**config.mk**
```make
export PLATFORM = sky130hd
export DESIGN_NAME = alu_cmd_sequencer
export DESIGN_NICKNAME = d
export VERILOG_FILES = /design/src/rtl/alu_cmd_sequencer.sv
export SDC_FILE = /design/constraint.sdc
export NUM_CORES = 1
export LEC_CHECK = 0
export BUFFER_PORTS_ARGS = -buffer_cell sky130_fd_sc_hd__clkbuf_2
export CORE_MARGIN = 3
export CORE_UTILIZATION = 39
export DETAILED_ROUTE_END_ITERATION = 16
export HOLD_SLACK_MARGIN = 0.06
export SLEW_MARGIN = 20
export SYNTH_ARGS = -nofsm -noshare
export SYNTH_HDL_FRONTEND = slang
export SYNTH_SLANG_ARGS = --single-unit
```
**constraint.sdc**
```tcl
create_clock -name gated_clk -period 8 [get_ports gated_clk]
set_input_delay 0.8 -clock gated_clk [delete_from_list [all_inputs] [get_ports gated_clk]]
set_output_delay 0.8 -clock gated_clk [all_outputs]
set_load 0.02 [all_outputs]
```
**src/rtl/alu_cmd_sequencer.sv**
```systemverilog
// +----------------------------------------------------------------------------+
// | Module      : alu_cmd_sequencer                                            |
// | Description : Buffers ALU commands, issues one at a time with a single     |
// |               alu_enable pulse, returns results on a response stream.      |
// | Revision    : 1.0 - initial release                                        |
// +----------------------------------------------------------------------------+
`default_nettype none

module alu_cmd_sequencer #(
  parameter int W     = 4,
  parameter int DEPTH = 4,
  parameter int CNT_W = 16
) (
  input  logic             gated_clk,
  input  logic             reset,
  input  logic             cmd_valid,
  output logic             cmd_ready,
  input  logic [2:0]       cmd_op,
  input  logic [W-1:0]     cmd_a,
  input  logic [W-1:0]     cmd_b,
  output logic             alu_enable,
  output logic [2:0]       alu_op,
  output logic [W-1:0]     alu_a,
  output logic [W-1:0]     alu_b,
  input  logic [W-1:0]     alu_result,
  output logic             rsp_valid,
  input  logic             rsp_ready,
  output logic [W-1:0]     rsp_result,
  output logic             rsp_zero,
  output logic [2:0]       rsp_op,
  output logic             busy,
  output logic [CNT_W-1:0] ops_done
);

  localparam int         AW      = $clog2(DEPTH);
  localparam logic [AW:0] c_depth = (AW+1)'(DEPTH);

  typedef enum logic [1:0] {
    IDLE    = 2'd0,
    ISSUE   = 2'd1,
    CAPTURE = 2'd2,
    RESP    = 2'd3
  } state_t;

  state_t         r_state;
  logic [2:0]     r_mem_op [DEPTH];
  logic [W-1:0]   r_mem_a  [DEPTH];
  logic [W-1:0]   r_mem_b  [DEPTH];
  logic [AW-1:0]  r_wr_ptr;
  logic [AW-1:0]  r_rd_ptr;
  logic [AW:0]    r_count;

  logic w_push;
  logic w_pop;
  logic w_nonempty;

  assign cmd_ready  = (r_count < c_depth);
  assign w_nonempty = (r_count != '0);
  assign w_push     = cmd_valid && cmd_ready;
  // The head is popped only at the moment the FSM issues it to the ALU.
  assign w_pop      = w_nonempty && ((r_state == IDLE) || (r_state == RESP && rsp_ready));
  assign busy       = w_nonempty || (r_state != IDLE);

  always_ff @(posedge gated_clk or posedge reset) begin
    if (reset) begin
      r_wr_ptr <= '0;
      r_rd_ptr <= '0;
      r_count  <= '0;
      for (int i = 0; i < DEPTH; i++) begin
        r_mem_op[i] <= '0;
        r_mem_a[i]  <= '0;
        r_mem_b[i]  <= '0;
      end
    end else begin
      if (w_push) begin
        r_mem_op[r_wr_ptr] <= cmd_op;
        r_mem_a[r_wr_ptr]  <= cmd_a;
        r_mem_b[r_wr_ptr]  <= cmd_b;
        r_wr_ptr           <= r_wr_ptr + AW'(1);
      end
      if (w_pop) begin
        r_rd_ptr <= r_rd_ptr + AW'(1);
      end
      case ({w_push, w_pop})
        2'b10:   r_count <= r_count + (AW+1)'(1);
        2'b01:   r_count <= r_count - (AW+1)'(1);
        default: r_count <= r_count;
      endcase
    end
  end

  always_ff @(posedge gated_clk or posedge reset) begin
    if (reset) begin
      r_state    <= IDLE;
      alu_enable <= 1'b0;
      alu_op     <= '0;
      alu_a      <= '0;
      alu_b      <= '0;
      rsp_valid  <= 1'b0;
      rsp_result <= '0;
      rsp_zero   <= 1'b0;
      rsp_op     <= '0;
      ops_done   <= '0;
    end else begin
      case (r_state)
        IDLE: begin
          if (w_pop) begin
            alu_enable <= 1'b1;
            alu_op     <= r_mem_op[r_rd_ptr];
            alu_a      <= r_mem_a[r_rd_ptr];
            alu_b      <= r_mem_b[r_rd_ptr];
            r_state    <= ISSUE;
          end
        end
        ISSUE: begin
          alu_enable <= 1'b0;
          r_state    <= CAPTURE;
        end
        CAPTURE: begin
          // Zero flag derived locally; the ALU's own flag lags one operation.
          rsp_result <= alu_result;
          rsp_zero   <= (alu_result == '0);
          rsp_op     <= alu_op;
          rsp_valid  <= 1'b1;
          r_state    <= RESP;
        end
        RESP: begin
          if (rsp_ready) begin
            rsp_valid <= 1'b0;
            ops_done  <= ops_done + CNT_W'(1);
            if (w_pop) begin
              alu_enable <= 1'b1;
              alu_op     <= r_mem_op[r_rd_ptr];
              alu_a      <= r_mem_a[r_rd_ptr];
              alu_b      <= r_mem_b[r_rd_ptr];
              r_state    <= ISSUE;
            end else begin
              r_state <= IDLE;
            end
          end
        end
        default: r_state <= IDLE;
      endcase
    end
  end

endmodule

`default_nettype wire

```
Yosys cells after proc, flatten, opt, wreduce, memory -nomap -nowiden
Index checks and enable logic that the tools add are counted.
- register bits: 90
- logic and storage cells: 97
- input bits: 19
- output and inout bits: 39
- add/subtract/negate cells: 5
- bitwise operators: 2
- reduce and logical (&&, ||, !) cells: 19
- multiplexer cells: 35
- eq/ne operators: 7
- order comparisons: 4
- operators with widths (operator ; number):
    2-to-1 mux 4 bit ; 9
    bitwise mux 16 bit ; 2
    adder 16 x 1 -> 16 bit (second input constant) ; 1
    binary-select mux 4 bit (select 2 bit) ; 2
    one-hot mux 4 bit (2 select lines) ; 2
    2-to-1 mux 3 bit ; 5
    bitwise mux 12 bit ; 1
    one-hot mux 3 bit (2 select lines) ; 2
    AND reduction 2 bit ; 5
    demux 4 bit (select 2 bit) ; 1
    one-hot mux 2 bit (4 select lines) ; 1
    nonzero test 2 bit ; 4
    binary-select mux 3 bit (select 2 bit) ; 1
    demux 3 bit (select 2 bit) ; 1
    == test 2 bit (second input constant) ; 3
    greater-or-equal comparator 3 bit (second input constant) ; 2
    inverter 2 -> 3 bit ; 2
    nonzero test 3 bit ; 2
    adder 2 x 1 -> 2 bit (second input constant) ; 2
    == test 2 x 1 -> 1 bit (second input constant) ; 2
    logical AND 1 bit ; 4
    logical NOT 4 bit ; 1
    2-to-1 mux 1 bit ; 4
    2-to-1 mux 2 bit ; 2
    other kinds (9) ; 11

Logic depth before layout (Yosys ltp)
- depth in word-level cells: 7
- gate-level depth with buffers: 10
- gate-level depth less buffers: 10

Worst setup path before layout
No wires, ideal clock.
- kind: in2reg
- start: input port cmd_valid
- end: register r_count[2]
- data required time: 7.920 ns
- data arrival time: 2.047 ns
- path buffers: 1
- stages on the path: 9
- setup time: 0.080 ns
- setup slack: 5.873 ns
- cell sequence: nor2b_1 > buf_2 > inv_1 > ha_1 > inv_1 > fa_1 > xor2_1 > nor2_1 > xnor2_1
- longest elaborated chain between the ends: 3
- elaborated cells on any way between the ends: 5
- those cells by class: eq/ne: 2; mux: 1; reduce/logical: 2
- RTL lines (what ; line ; source):
    start, declared ; 16 ; input logic cmd_valid,
    logical AND 1 bit * ; 59 ; assign w_push = cmd_valid && cmd_ready;
    == test 2 x 1 -> 1 bit / == test 2 bit (equally long branches) ; 84 ; case ({w_push, w_pop})
    one-hot mux 3 bit (2 select lines) / nonzero test 2 bit (equally long branches) ; n/a ;
    end signal, assigned ; 85 ; 2'b10: r_count <= r_count + (AW+1)'(1);
    end signal, assigned ; 86 ; 2'b01: r_count <= r_count - (AW+1)'(1);
    end signal, assigned ; 87 ; default: r_count <= r_count;
    end, declared ; 51 ; logic [AW:0] r_count;
Every way passes the cells marked *; elsewhere a longest branch is shown, timed or not.
A chain may end at the register's enable or synchronous reset.

Final worst setup path
- start: register r_state[0]
- end: register r_count[2]
- longest elaborated chain between the ends: 6
- elaborated cells on any way between the ends: 9
- those cells by class: eq/ne: 3; mux: 1; reduce/logical: 5
- RTL lines (what ; line ; source):
    start, declared ; 45 ; state_t r_state;
    start signal, assigned ; 94 ; r_state <= IDLE;
    start signal, assigned ; 112 ; r_state <= ISSUE;
    start signal, assigned ; 117 ; r_state <= CAPTURE;
    == test 2 bit ; 61 ; assign w_pop = w_nonempty && ((r_state == IDLE) || (r_state == RESP && rsp_ready));
    logical AND 1 bit ; 61 ;
    logical OR 1 bit * ; 61 ;
    logical AND 1 bit * ; 61 ;
    via w_pop ; 54 ; logic w_pop;
    == test 2 x 1 -> 1 bit / == test 2 bit (equally long branches) ; 84 ;
    one-hot mux 3 bit (2 select lines) / nonzero test 2 bit (equally long branches) ; n/a ;
Mark *: on every way through the listed nets, which the timed path passes. The rest lies on a longest branch.

==> results.json <==
{
  "yosysSeqAreaShare_pct": 56.43,
  "path_class": "register to register",
  "synthDistinctLibCells": 29,
  "finalSetupTns_ns": 0,
  "start_util_pct": 40.46,
  "io_pins": 58,
  "reg2reg_slack_ns": 5.69,
  "synth_area_leaders": "dfrtp_1, mux2_2, mux4_2, ha_1, mux2_4",
  "clock_latency_ns": 0.36,
  "routed_wl_um": 7225,
  "syn2layout_area_growth_pct": 14.73,
  "diodes": 0,
  "yosys.area.top_type": "dfrtp_1",
  "setup_slack_ns": 5.689,
  "drt_iter0_drc": 50,
  "vias": 2333,
  "avgSynthCellArea_um2": 14.51,
  "r2r_start": "r_state[0]$_DFFE_PP0P_",
  "start_kind": "register",
  "path_cells": "inv_1 > ha_1 > a21oi_1 > nor2_1 > ha_1 > inv_1 > fa_1 > xor2_1 > nor2_1 > xnor2_1",
  "antenna_found_initial": 0,
  "hold_viol": 0,
  "mappedNetlistArea_um2": 3991,
  "drive_above_1_share_pct": 42.82,
  "p_switching_uw": 633.3,
  "die_w_um": 107.2,
  "cp-end-kind": "register",
  "status": "completed",
  "coreArea_um2": 9864,
  "cts_tree": "built",
  "clock_sinks": 90,
  "worstPathMaxFanout": 6,
  "relSlewSlack_pct": 49.63,
  "drtPass1Iterations": 4,
  "cp.arrival_ns": 2.59,
  "async_flop_share_pct": 100.0,
  "grt_max_degree": 61,
  "dpl-instance-area_um2": 4408,
  "rr_worst_depth": 10,
  "ys_ff_latch": 90,
  "dp_slack_ns": 5.511,
  "worst_path_largest_cell_delay_ns": 0.41,
  "ctsHoldBuffers": 0,
  "fin_area_um2": 4579,
  "gp_congestion": 0.7343,
  "grt_first_pass_wirelength_um": 12290,
  "io_buffers": 57,
  "critical-path-top-delay-family": "adder cells",
  "dp_hpwl_um": 4945,
  "fin_crit_sh_pct": 28.89,
  "power.internal_uw": 1181,
  "fmax_ghz": 0.4327,
  "final_net_count": 368,
  "setup_viol": 0,
  "rows": 36,
  "syn-num-nets": 307,
  "synth_cells": 275,
  "irDropWorstVdd_mv": 0.1289,
  "fp.dieH_um": 107.2,
  "clockRootBuffer": "clkbuf_8",
  "cts_max_path_buffers": 2,
  "seq_power_share_pct": 44.3,
  "synth_ff_type": "dfrtp_1",
  "instances_no_fill": 474,
  "pwr-share-clk_pct": 15.0,
  "slowest_stage": "dfrtp_1",
  "p_leak_uw": 0.002163,
  "report.final.slew_viol_count": 0,
  "clock_skew_ns": 0.01131,
  "synth-edff-count": 0,
  "ant_nets": 0,
  "cp_num_buf_inv": 2,
  "worst_pin_slew_ns": 0.7556,
  "fin_util_pct": 46.42,
  "grt_pass1_vias": 2410,
  "swShare_pct": 34.90,
  "ys.warnings.count": 0,
  "min_period_ns": 2.311,
  "rsz0062_at_grt": "no",
  "drc": 0,
  "mostFrequentLayoutCell": "dfrtp_1",
  "dp_cells": 458,
  "htree_levels": 3,
  "wl_per_cell_um": 15.24,
  "grt_usage_pct": 13.75,
  "dieArea_um2": 11480,
  "cts_resized": 0,
  "grt-ovfl-total": 0,
  "r2r-end": "r_count[2]$_DFFE_PP0P_",
  "hold_class": "primary input to asynchronous set/reset pin",
  "cts-buffers-inserted": 9,
  "power.density_nw_per_um2": 396.3,
  "post-cts-setup-buffers": 0,
  "cp.required_ns": 8.28,
  "synth_top_area_share_pct": 56.43,
  "vias_per_cell": 4.922,
  "mostFrequentLayoutCells": "dfrtp_1, clkbuf_2, mux2_2, nand2_1",
  "combPwrFrac_pct": 40.7,
  "max-cap-violations": 0,
  "path_clk_slew_ns": 0.09
}
## state kept, by name (all words and copies together), names as in the netlist
signal      flops
r_mem_op       12
r_count         3
ops_done       16
alu_b           4
r_rd_ptr        2
rsp_zero        1
alu_a           4
alu_op          3
rsp_result      4
r_mem_a        16
rsp_valid       1
r_mem_b        16
r_wr_ptr        2
alu_enable      1
rsp_op          3
r_state         2
## power groups by stage
stage / combinational, uW / clock [uW] / sequential (uW)
final: 738 / 272 / 805
after global routing: 813 / 305 / 839
after CTS: 753 / 284 / 810
after detailed placement: 752 / 0 / 819
after global placement: 732 / 0 / 810
after floorplan: 540 / 0 / 837
## worst register-to-register path, cell delays in order (launching register included)
cell and delay (ns):
dfrtp_1 0.41, inv_1 0.17, ha_1 0.25, a21oi_1 0.06, nor2_1 0.27, ha_1 0.25, inv_1 0.06, fa_1 0.37
xor2_1 0.15, nor2_1 0.12, xnor2_1 0.13
## logic make-up (layout without fill, tap and decap cells)
group           count (synthesis)  after routing  synth area share (%)
compound gates                 10             10                 1.285
xor+xnor                       21             21                 4.608
fa+ha+maj                      13             13                 4.263
buf+inv                        21             87                 2.414
flops                          90             90                 56.43
mux                            76             76                 25.55
simple gates                   44             44                 5.455
## layer usage
| layer | routed length (um) | up-vias | track usage, % | part of all wire, % |
|---|---|---|---|---|
| li1 | - | 1088 | - | - |
| met1 | 3249 | 1182 | 18.14 | 45 |
| met2 | 3531 | 50 | 21.94 | 49 |
| met3 | 319 | 13 | 2.950 | 4.4 |
| met4 | 124 | 0 | 5.845 | 1.7 |
| met5 | 0 | - | 0 | 0 |
## Yosys cell counts (4+ instances only)
library cell / instances
a21oi_1: 6
buf_2: 5
dfrtp_1: 90
ha_1: 12
inv_1: 12
mux2_2: 56
mux2_4: 7
mux4_1: 4
mux4_2: 7
nand2_1: 13
nand3_1: 5
nand4_1: 5
nor2_1: 10
xnor2_1: 12
xor2_1: 9
## area by class of cell
cell class / instances / area [um2]
clock buffer: 10 / 127.6
fill: 910 / 5285
clock inverter: 6 / 43.79
inverter: 12 / 46.29
tap: 133 / 166.4
sequential: 90 / 2252
multi-input combinational: 164 / 1643
timing repair buffer: 59 / 300.3
## through the flow
step | hold slack, ns | total power [uW]
global route | 0.4721 | 1957
floorplan | 0.4559 | 1377
detailed placement | 0.4662 | 1571
CTS | 0.4522 | 1847
global placement | 0.4593 | 1543
finish | 0.4421 | 1815
## worst max-delay path by stage
stage / end / depth (start not counted) / startpoint / slack (ns)
5_1_grt: r_count[2]$_DFFE_PP0P_ / 10 / r_state[0]$_DFFE_PP0P_ / 5.51
2_1_floorplan: alu_a[0]$_DFFE_PP0P_ / 1 / reset / 4.86
3_5_place_dp: r_mem_a[3]$_DFFE_PP0P_ / 4 / cmd_valid / 5.51
3_3_place_gp: r_count[2]$_DFFE_PP0P_ / 9 / rsp_ready / 5.56
6_report: r_count[2]$_DFFE_PP0P_ / 10 / r_state[0]$_DFFE_PP0P_ / 5.69
4_1_cts: r_count[2]$_DFFE_PP0P_ / 10 / r_state[0]$_DFFE_PP0P_ / 5.68
Note: power is estimated with default switching activity, not from simulation.
